## src/rtl/mips_ctrl_pkg.sv

```systemverilog
// Shared definitions for the multicycle MIPS control sequencer.
// Holds the opcode constants, the encodings of the ALU operation, ALU
// B-operand and PC-source selects, the 4-bit FSM state encoding, and a
// helper that recognises the supported opcodes.
package mips_ctrl_pkg;

  // Supported opcodes (IR[31:26])
  localparam logic [5:0] OP_RTYPE = 6'h00;
  localparam logic [5:0] OP_ADDI  = 6'h08;
  localparam logic [5:0] OP_BEQ   = 6'h04;
  localparam logic [5:0] OP_J     = 6'h02;
  localparam logic [5:0] OP_LW    = 6'h23;
  localparam logic [5:0] OP_SW    = 6'h2B;

  // alu_op encoding
  localparam logic [1:0] ALU_ADD   = 2'd0;
  localparam logic [1:0] ALU_SUB   = 2'd1;
  localparam logic [1:0] ALU_FUNCT = 2'd2;

  // alu_src_b encoding
  localparam logic [1:0] SRCB_B      = 2'd0;
  localparam logic [1:0] SRCB_FOUR   = 2'd1;
  localparam logic [1:0] SRCB_IMM    = 2'd2;
  localparam logic [1:0] SRCB_IMM_SH = 2'd3;

  // pc_source encoding
  localparam logic [1:0] PCSRC_ALU    = 2'd0;
  localparam logic [1:0] PCSRC_ALUOUT = 2'd1;
  localparam logic [1:0] PCSRC_JUMP   = 2'd2;

  typedef enum logic [3:0] {
    IDLE     = 4'd0,
    FETCH    = 4'd1,
    DECODE   = 4'd2,
    MEM_ADDR = 4'd3,
    MEM_RD   = 4'd4,
    MEM_WB   = 4'd5,
    MEM_WR   = 4'd6,
    EXEC_R   = 4'd7,
    R_WB     = 4'd8,
    ADDI_EX  = 4'd9,
    ADDI_WB  = 4'd10,
    BRANCH   = 4'd11,
    JUMP     = 4'd12,
    TRAP     = 4'd13
  } state_t;

  // True for every opcode the sequencer knows how to execute
  function automatic logic is_known_op(input logic [5:0] op);
    logic known;
    case (op)
      OP_RTYPE, OP_ADDI, OP_BEQ, OP_J, OP_LW, OP_SW: known = 1'b1;
      default:                                       known = 1'b0;
    endcase
    return known;
  endfunction

endpackage

```

## src/rtl/retire_counter.sv

```systemverilog
// Wrapping count of retired instructions.
// Ports:
//   clk     in   rising-edge clock
//   arst_n  in   asynchronous active-low clear
//   en      in   increment this cycle (one retire)
//   cnt     out  CNT_W-bit count, wraps 2^CNT_W-1 -> 0 silently
module retire_counter #(
  parameter int CNT_W = 32
) (
  input  logic             clk,
  input  logic             arst_n,
  input  logic             en,
  output logic [CNT_W-1:0] cnt
);

  // Count register with asynchronous clear
  always_ff @(posedge clk or negedge arst_n) begin
    if (!arst_n) begin
      cnt <= '0;
    end else if (en) begin
      cnt <= cnt + {{(CNT_W-1){1'b0}}, 1'b1};
    end else begin
      cnt <= cnt;
    end
  end

endmodule

```

## src/rtl/multicycle_control_fsm.sv

```systemverilog
// Control sequencer for the multicycle MIPS datapath (shared memory, one
// ALU, IR/MDR/A/B/ALUOut registers). Steps each instruction through
// FETCH/DECODE/EXEC/MEM/WB, driving every mux select and write enable from
// the current state, stalling on mem_ready, and counting retirements.
// Optional build macro: MCFSM_ILLEGAL_TRAP_EN -- when defined, an unknown
// opcode parks the FSM in TRAP with illegal_op=1 until reset; when not
// defined there is no illegal_op port and an unknown opcode retires as a NOP.
// Ports:
//   clk, arst_n           clock, asynchronous active-low reset
//   opcode, mem_ready, zero   IR opcode, memory handshake, ALU zero flag
//   pc_write .. pc_source datapath controls (see package encodings)
//   instr_done, instr_cnt retire pulse and CNT_W-bit retire count
//   illegal_op            trap indicator (MCFSM_ILLEGAL_TRAP_EN only)
module multicycle_control_fsm
  import mips_ctrl_pkg::*;
#(
  parameter int CNT_W = 32
) (
  input  logic             clk,
  input  logic             arst_n,
  input  logic [5:0]       opcode,
  input  logic             mem_ready,
  input  logic             zero,
  output logic             pc_write,
  output logic             pc_write_cond,
  output logic             i_or_d,
  output logic             mem_read,
  output logic             mem_write,
  output logic             ir_write,
  output logic             mem_2_reg,
  output logic             reg_dst,
  output logic             reg_write,
  output logic             alu_src_a,
  output logic [1:0]       alu_src_b,
  output logic [1:0]       alu_op,
  output logic [1:0]       pc_source,
  output logic             instr_done,
`ifdef MCFSM_ILLEGAL_TRAP_EN
  output logic             illegal_op,
`endif
  output logic [CNT_W-1:0] instr_cnt
);

  state_t state;
  state_t next_state;

  // The branch decision is made in the datapath by gating pc_write_cond with
  // zero, so the sequencer itself never looks at the flag.
  logic unused_zero;
  assign unused_zero = zero;

  // State register
  always_ff @(posedge clk or negedge arst_n) begin
    if (!arst_n) begin
      state <= IDLE;
    end else begin
      state <= next_state;
    end
  end

  // Next-state logic
  always_comb begin
    next_state = state;
    case (state)
      IDLE:     next_state = FETCH;
      FETCH:    next_state = mem_ready ? DECODE : FETCH;
      DECODE: begin
        case (opcode)
          OP_RTYPE:      next_state = EXEC_R;
          OP_ADDI:       next_state = ADDI_EX;
          OP_BEQ:        next_state = BRANCH;
          OP_J:          next_state = JUMP;
          OP_LW, OP_SW:  next_state = MEM_ADDR;
`ifdef MCFSM_ILLEGAL_TRAP_EN
          default:       next_state = TRAP;
`else
          default:       next_state = FETCH;
`endif
        endcase
      end
      MEM_ADDR: next_state = (opcode == OP_LW) ? MEM_RD : MEM_WR;
      MEM_RD:   next_state = mem_ready ? MEM_WB : MEM_RD;
      MEM_WB:   next_state = FETCH;
      MEM_WR:   next_state = mem_ready ? FETCH : MEM_WR;
      EXEC_R:   next_state = R_WB;
      R_WB:     next_state = FETCH;
      ADDI_EX:  next_state = ADDI_WB;
      ADDI_WB:  next_state = FETCH;
      BRANCH:   next_state = FETCH;
      JUMP:     next_state = FETCH;
`ifdef MCFSM_ILLEGAL_TRAP_EN
      TRAP:     next_state = TRAP;
`endif
      default:  next_state = IDLE;
    endcase
  end

  // Output decode: everything not named for a state stays 0
  always_comb begin
    pc_write      = 1'b0;
    pc_write_cond = 1'b0;
    i_or_d        = 1'b0;
    mem_read      = 1'b0;
    mem_write     = 1'b0;
    ir_write      = 1'b0;
    mem_2_reg     = 1'b0;
    reg_dst       = 1'b0;
    reg_write     = 1'b0;
    alu_src_a     = 1'b0;
    alu_src_b     = SRCB_B;
    alu_op        = ALU_ADD;
    pc_source     = PCSRC_ALU;
    instr_done    = 1'b0;
`ifdef MCFSM_ILLEGAL_TRAP_EN
    illegal_op    = 1'b0;
`endif
    case (state)
      FETCH: begin
        // IR and PC+4 are captured only on the cycle memory delivers
        mem_read  = 1'b1;
        alu_src_b = SRCB_FOUR;
        ir_write  = mem_ready;
        pc_write  = mem_ready;
      end
      DECODE: begin
        alu_src_b = SRCB_IMM_SH;
`ifndef MCFSM_ILLEGAL_TRAP_EN
        // Unknown opcode retires here as a NOP
        instr_done = ~is_known_op(opcode);
`endif
      end
      MEM_ADDR: begin
        alu_src_a = 1'b1;
        alu_src_b = SRCB_IMM;
      end
      MEM_RD: begin
        mem_read = 1'b1;
        i_or_d   = 1'b1;
      end
      MEM_WB: begin
        reg_write  = 1'b1;
        mem_2_reg  = 1'b1;
        instr_done = 1'b1;
      end
      MEM_WR: begin
        mem_write  = 1'b1;
        i_or_d     = 1'b1;
        instr_done = mem_ready;
      end
      EXEC_R: begin
        alu_src_a = 1'b1;
        alu_op    = ALU_FUNCT;
      end
      R_WB: begin
        reg_write  = 1'b1;
        reg_dst    = 1'b1;
        instr_done = 1'b1;
      end
      ADDI_EX: begin
        alu_src_a = 1'b1;
        alu_src_b = SRCB_IMM;
      end
      ADDI_WB: begin
        reg_write  = 1'b1;
        instr_done = 1'b1;
      end
      BRANCH: begin
        alu_src_a     = 1'b1;
        alu_op        = ALU_SUB;
        pc_write_cond = 1'b1;
        pc_source     = PCSRC_ALUOUT;
        instr_done    = 1'b1;
      end
      JUMP: begin
        pc_write   = 1'b1;
        pc_source  = PCSRC_JUMP;
        instr_done = 1'b1;
      end
`ifdef MCFSM_ILLEGAL_TRAP_EN
      TRAP: illegal_op = 1'b1;
`endif
      default: begin
        pc_write = 1'b0;
      end
    endcase
  end

  retire_counter #(.CNT_W(CNT_W)) u_retire_counter (
    .clk    (clk),
    .arst_n (arst_n),
    .en     (instr_done),
    .cnt    (instr_cnt)
  );

endmodule

```

## config.mk

```make
export PLATFORM = sky130hd
export DESIGN_NAME = multicycle_control_fsm
export DESIGN_NICKNAME = d
export VERILOG_FILES = /design/src/rtl/mips_ctrl_pkg.sv /design/src/rtl/retire_counter.sv /design/src/rtl/multicycle_control_fsm.sv
export SDC_FILE = /design/constraint.sdc
export NUM_CORES = 1
export LEC_CHECK = 0
export ABC_AREA = 1
export CAP_MARGIN = 20
export CORE_MARGIN = 8
export CORE_UTILIZATION = 35
export CTS_BUF_LIST = sky130_fd_sc_hd__clkbuf_16
export CTS_CLUSTER_SIZE = 14
export DETAILED_ROUTE_END_ITERATION = 10
export GPL_ROUTABILITY_DRIVEN = 0
export PLACE_DENSITY = 0.6
export SETUP_SLACK_MARGIN = 0.02
export SYNTH_ARGS = -nofsm -noshare
export SYNTH_HDL_FRONTEND = slang
export SYNTH_SLANG_ARGS = --single-unit
```

## constraint.sdc

```tcl
create_clock -name clk -period 1.6 [get_ports clk]
set_input_delay 0.32 -clock clk [delete_from_list [all_inputs] [get_ports clk]]
set_output_delay 0.32 -clock clk [all_outputs]
set_load 0.01 [all_outputs]
```

Yosys cells after proc, flatten, opt, wreduce, memory -nomap -nowiden --
Cells that the tools add are included.
Word-level totals: flip-flop bits (word level) 36, output and inout port bits 49
Operators by class: add/sub/neg operators 1, equality and inequality tests 17, mux-type cells 22, bitwise logic cells 1, reduce and logical (&&, ||, !) cells 11
Operators with widths (number):
- 32-bit by 1-bit adder with 32-bit output, second input constant | 1
- 4-bit one-hot mux with 8 select lines | 1
- 4-bit == test, second input constant | 5
- 4-bit one-hot mux with 5 select lines | 1
- 4-bit by 3-bit == test with 1-bit output, second input constant | 4
- 6-bit == test, second input constant | 2
- 1-bit two-way mux | 12
- 6-bit OR reduction | 2
- 4-bit by 2-bit == test with 1-bit output, second input constant | 2
- 2-bit one-hot mux with 2 select lines | 2
- 2-bit OR reduction | 4
- 6-bit by 2-bit == test with 1-bit output, second input constant | 1
- 6-bit by 3-bit == test with 1-bit output, second input constant | 1
- 6-bit by 4-bit == test with 1-bit output, second input constant | 1
- 6-bit zero test | 1
- 2-bit one-hot mux with 3 select lines | 1
- 5-bit OR reduction | 1
- 4-bit by 1-bit == test with 1-bit output, second input constant | 1
- 4-bit zero test | 1
- 2-bit two-way mux | 2
- 4-bit OR reduction | 1
- 3-bit two-way mux | 1
- 1-bit one-hot mux with 3 select lines | 1
- 3-bit OR reduction | 1
- other kinds (2) | 2

Longest topological paths before layout --
depth in word-level cells 6, mapped depth 10, depth with buffers taken out 10

By module --
From an unflattened synthesis, not the netlist that was laid out.
Second synthesis, totals: cell total of the unflattened synthesis 329, area, all modules 2267.2 µm²
By module, submodules not included:
- retire_counter | instances 1, cells an instance 229, area each 1761.7 µm²
- multicycle_control_fsm | instances 1, cells an instance 100, area each 505.5 µm²

Worst setup path after synthesis --
No wires, ideal clock.
path type register to output, start register state[2], end output port instr_done, arrival 1.303 ns, data required time 1.280 ns, path slack -0.023 ns, stages on the path, launching flop included 9, buffers on the path 1, cell sequence dfrtp_1 -> inv_2 -> nand2_1 -> nor2_1 -> nor2_1 -> nand2_1 -> nor2_4 -> nand2_4 -> buf_6
Between the ends: cells in the longest elaborated chain, start to end 3, elaborated cells between the ends (all ways) 9
RTL lines:
- start: declaration | line multicycle_control_fsm.sv:44 | state_t state;
- start signal: assignment | line multicycle_control_fsm.sv:57 | state <= next_state;
- 4-bit == test or 4-bit by 3-bit == test with 1-bit output (tied branches) | line multicycle_control_fsm.sv:117 | case (state)
- 5-bit OR reduction (no source line)
- 1-bit one-hot mux with 3 select lines * | line multicycle_control_fsm.sv:117
- end: declaration | line multicycle_control_fsm.sv:37 | output logic instr_done,
Every way passes the cells marked *; elsewhere a longest branch is shown, timed or not.

Final worst setup path --
start register state[3], end output port instr_done
Same word-level chain as after synthesis.

==> run metrics <==
chip width between 100 and 150 um; vias in the first global route 2980; CTS tree yes; post-DP HPWL between 6000 and 7000 um; Worst-Margin Slew ~0.42 ns; buffers and inverters on the worst path 2; clock-pin slew on the worst setup and hold paths approximately 0.060 ns; final antenna-violating net count 0; library cells used by synthesis 25; Multi-input gate area 1660 um2; drt drc 0; Synth Area in Simple Gates between 40% and 50%; Max Cap Viol 0; Max FO, Critical Path 3; mux cell area share after synthesis 0%; clock buffer depth 2; area delta synth->final 51.3%; Final Critical Period around 1.8 ns; Final setup viols 42; HP Class in -> async; dpl ws -0.572 ns; Core ar. between 7000 and 8000 um2; initial core utilization ~36%; final core occ a little over half; status complete, but fails checks; Via density 4.65; num rows 31; synthesized area roughly 2600 um2; share of the synthesized area in the top cell type roughly 34%; Initial DRC Count 164; CP arrival approximately 1.5 ns; Max Fclk between 500 and 600 MHz; initial antenna violation count 0; synth warn 0; Clock Latency Late Sink approximately 0.28 ns; Adder-Cell Fraction of Synth Area less than 1%; pin count of the biggest net entering global routing 34; Post-Syn Instances between 400 and 500; worst path required time 1.28 ns; Logic pwr share between 50 and 60%; filler cell count 764; cell taking the most area after synthesis dfrtp_1; H-tree levels 2; Clock Power Share between 20% and 30%; kind of critical path reg -> out; clk sinks 36; RSZ-0062 raised after global routing yes; leakage about 0.0021 uW; sequential power share ~27%; fin worst setup slack -0.177 ns; Synth Register Bits 36; Root Buffer clkbuf_16; pwr dens about 1100 nW/um2; net switching power around 1700 uW; GRT Util Overall ~16%; register area share after synthesis approximately a third; Final #Nets ~550; PortBufs 57; Ant. Diodes 0; Internal ~2500 uW; slowest CP cell dfrtp_1; skew final between 0.004 and 0.005 ns; top cells by area, synth dfrtp_1 (34%), nand2_1 (26%), nor2_1 (9.9%), nand3_1 (9.7%), inv_1 (4.8%); I/O Pins 59; failing checks setup timing; Compound-Gate Fraction of Synth Area under 10%; Final Hold Vio Count 0; global-route wire length before repair between 10000 and 15000 um; largest family of logic cells by synthesized area simple AND/OR/NAND/NOR gates; CP max stage delay between 0.4 and 0.5 ns; die area approximately 11000 um2; grt total ovfl 0; XOR/XNOR Fraction of Synth Area about 5.3%; Die Y 103 um; max-slew violations 0; crit share post-route 111%; cts bufs inserted 5; register area around 920 um2; via count around 3000; CP Launch Type register; layout cells sized above 1 25.7%; syn_nets 441; DR WL/cell about 13 um; Critical Path, Cell by Cell inv_2, nand2_2, nor2_2, nand4_2, nand2_4, buf_6; max_slew headroom 71.9%; Crit path max-delay family simple AND/OR/NAND/NOR gates; drt first pass iters 4; nature of the critical path endpoint primary output; peak supply drop between 0.6 and 0.7 mV; Avg Cell Area, Syn between 6 and 7 um2; Sw Ratio between 40% and 50%; total wire length 8290 um
## worst paths after layout
kind,cells past startpoint,end,startpoint,slack (ns)
max reg2reg,8,u_retire_counter.cnt[26]$_DFFE_PN0P_,state[3]$_DFF_PN0_,-0.05
min in group clk,6,state[1]$_DFF_PN0_,opcode[0],0.55
min,2,u_retire_counter.cnt[0]$_DFFE_PN0P_,arst_n,0.51
max in group asynchronous,3,u_retire_counter.cnt[27]$_DFFE_PN0P_,arst_n,0.63
min reg2reg,2,u_retire_counter.cnt[31]$_DFFE_PN0P_,u_retire_counter.cnt[31]$_DFFE_PN0P_,0.57
max,6,instr_done,state[3]$_DFF_PN0_,-0.18
## metrics by stage
| step | TNS, ns | instance area (um2) | cells | power [uW] | hold WS, ns |
|---|---|---|---|---|---|
| 2_1_floorplan | 0 | 2650 | 430 | 2130 | 0.0244 |
| 3_3_place_gp | -10.96 | 3630 | 623 | 3020 | 0.284 |
| 3_5_place_dp | -13.06 | 3630 | 623 | 3030 | 0.283 |
| 4_1_cts | -2.57 | 3820 | 642 | 3970 | 0.527 |
| 5_1_grt | -6.10 | 4000 | 643 | 4490 | 0.568 |
| 6_report | -1.78 | 4000 | 643 | 4240 | 0.508 |
## worst register-to-register path, stage by stage, from the launching register on
cell	delay (ns)
dfrtp_1	0.42
inv_2	0.12
nand2_2	0.10
nor2_2	0.16
nand4_2	0.15
nand2_4	0.12
buf_4	0.33
nand2_1	0.11
nand2_1	0.07
## state kept, by name, indices dropped and copies added (netlist names)
| signal | count |
|---|---|
| state | 4 |
| u_retire_counter.cnt | 32 |
## synth_stat cells (all sizes together)
| cell type | n |
|---|---|
| nand3b | 1 |
| nor3 | 1 |
| nand4 | 5 |
| ha | 1 |
| xnor2 | 5 |
| inv | 37 |
| a21oi | 3 |
| clkbuf | 1 |
| buf | 10 |
| xor2 | 11 |
| o2111ai | 2 |
| nand3 | 51 |
| nand2 | 188 |
| o21ai | 4 |
| or2 | 1 |
| dfrtp | 36 |
| nor2 | 73 |
## kinds of logic after synthesis
group / count (synthesis)
flops: 36
simple gates: 320
compound gates: 9
xor+xnor: 16
buf+inv: 48
fa+ha+maj: 1
## power groups by stage
stage,sequential (uW),combinational [uW],clock (uW)
final,1140,2180,922
after detailed placement,1130,1900,0
after floorplan,1150,981,0
after CTS,1120,1920,937
after global routing,1150,2360,977
after global placement,1130,1890,0
## routing by layer
layer	vias up	GRT usage (%)	wire, um
met5	-	0	0
met4	0	3.34	46
met3	6	3.44	385
met2	60	28.5	4050
met1	1363	19.8	3810
li1	1562	-	-
## cells in the final DEF, fill, tap and decap left out, types with 9 or more instances in the layout
cell	Yosys	layout
buf_4	5	51
dfrtp_1	36	18
nand3_1	51	50
buf_6	3	14
buf_2	2	9
clkdlybuf4s50_1	0	10
dlymetal6s2s_1	0	9
inv_1	34	34
nor2_1	70	57
nand2_1	186	176
dfrtp_2	0	18
xor2_1	11	11
dlygate4sd2_1	0	20
## repair_timing
| item | in CTS | in global routing |
|---|---|---|
| setup endpoints to repair | 80 | 58 |
| pin swaps | 6 | 16 |
| hold buffers | 1 | 0 |
| buffers inserted | 10 | 6 |
| hold endpoints to repair | 16 | 0 |
| resized for setup | 107 | 64 |
## area by class of cell
cell class / instances / area share (%)
inverters: 37 / 3.53
clock buffers: 5 / 3.13
flip-flops and latches: 36 / 23.1
multi-input cells: 346 / 41.4
repair buffers: 117 / 25.5
well taps: 99 / 3.10
clock inverters: 3 / 0.282
(Power assumes the default switching activity.)
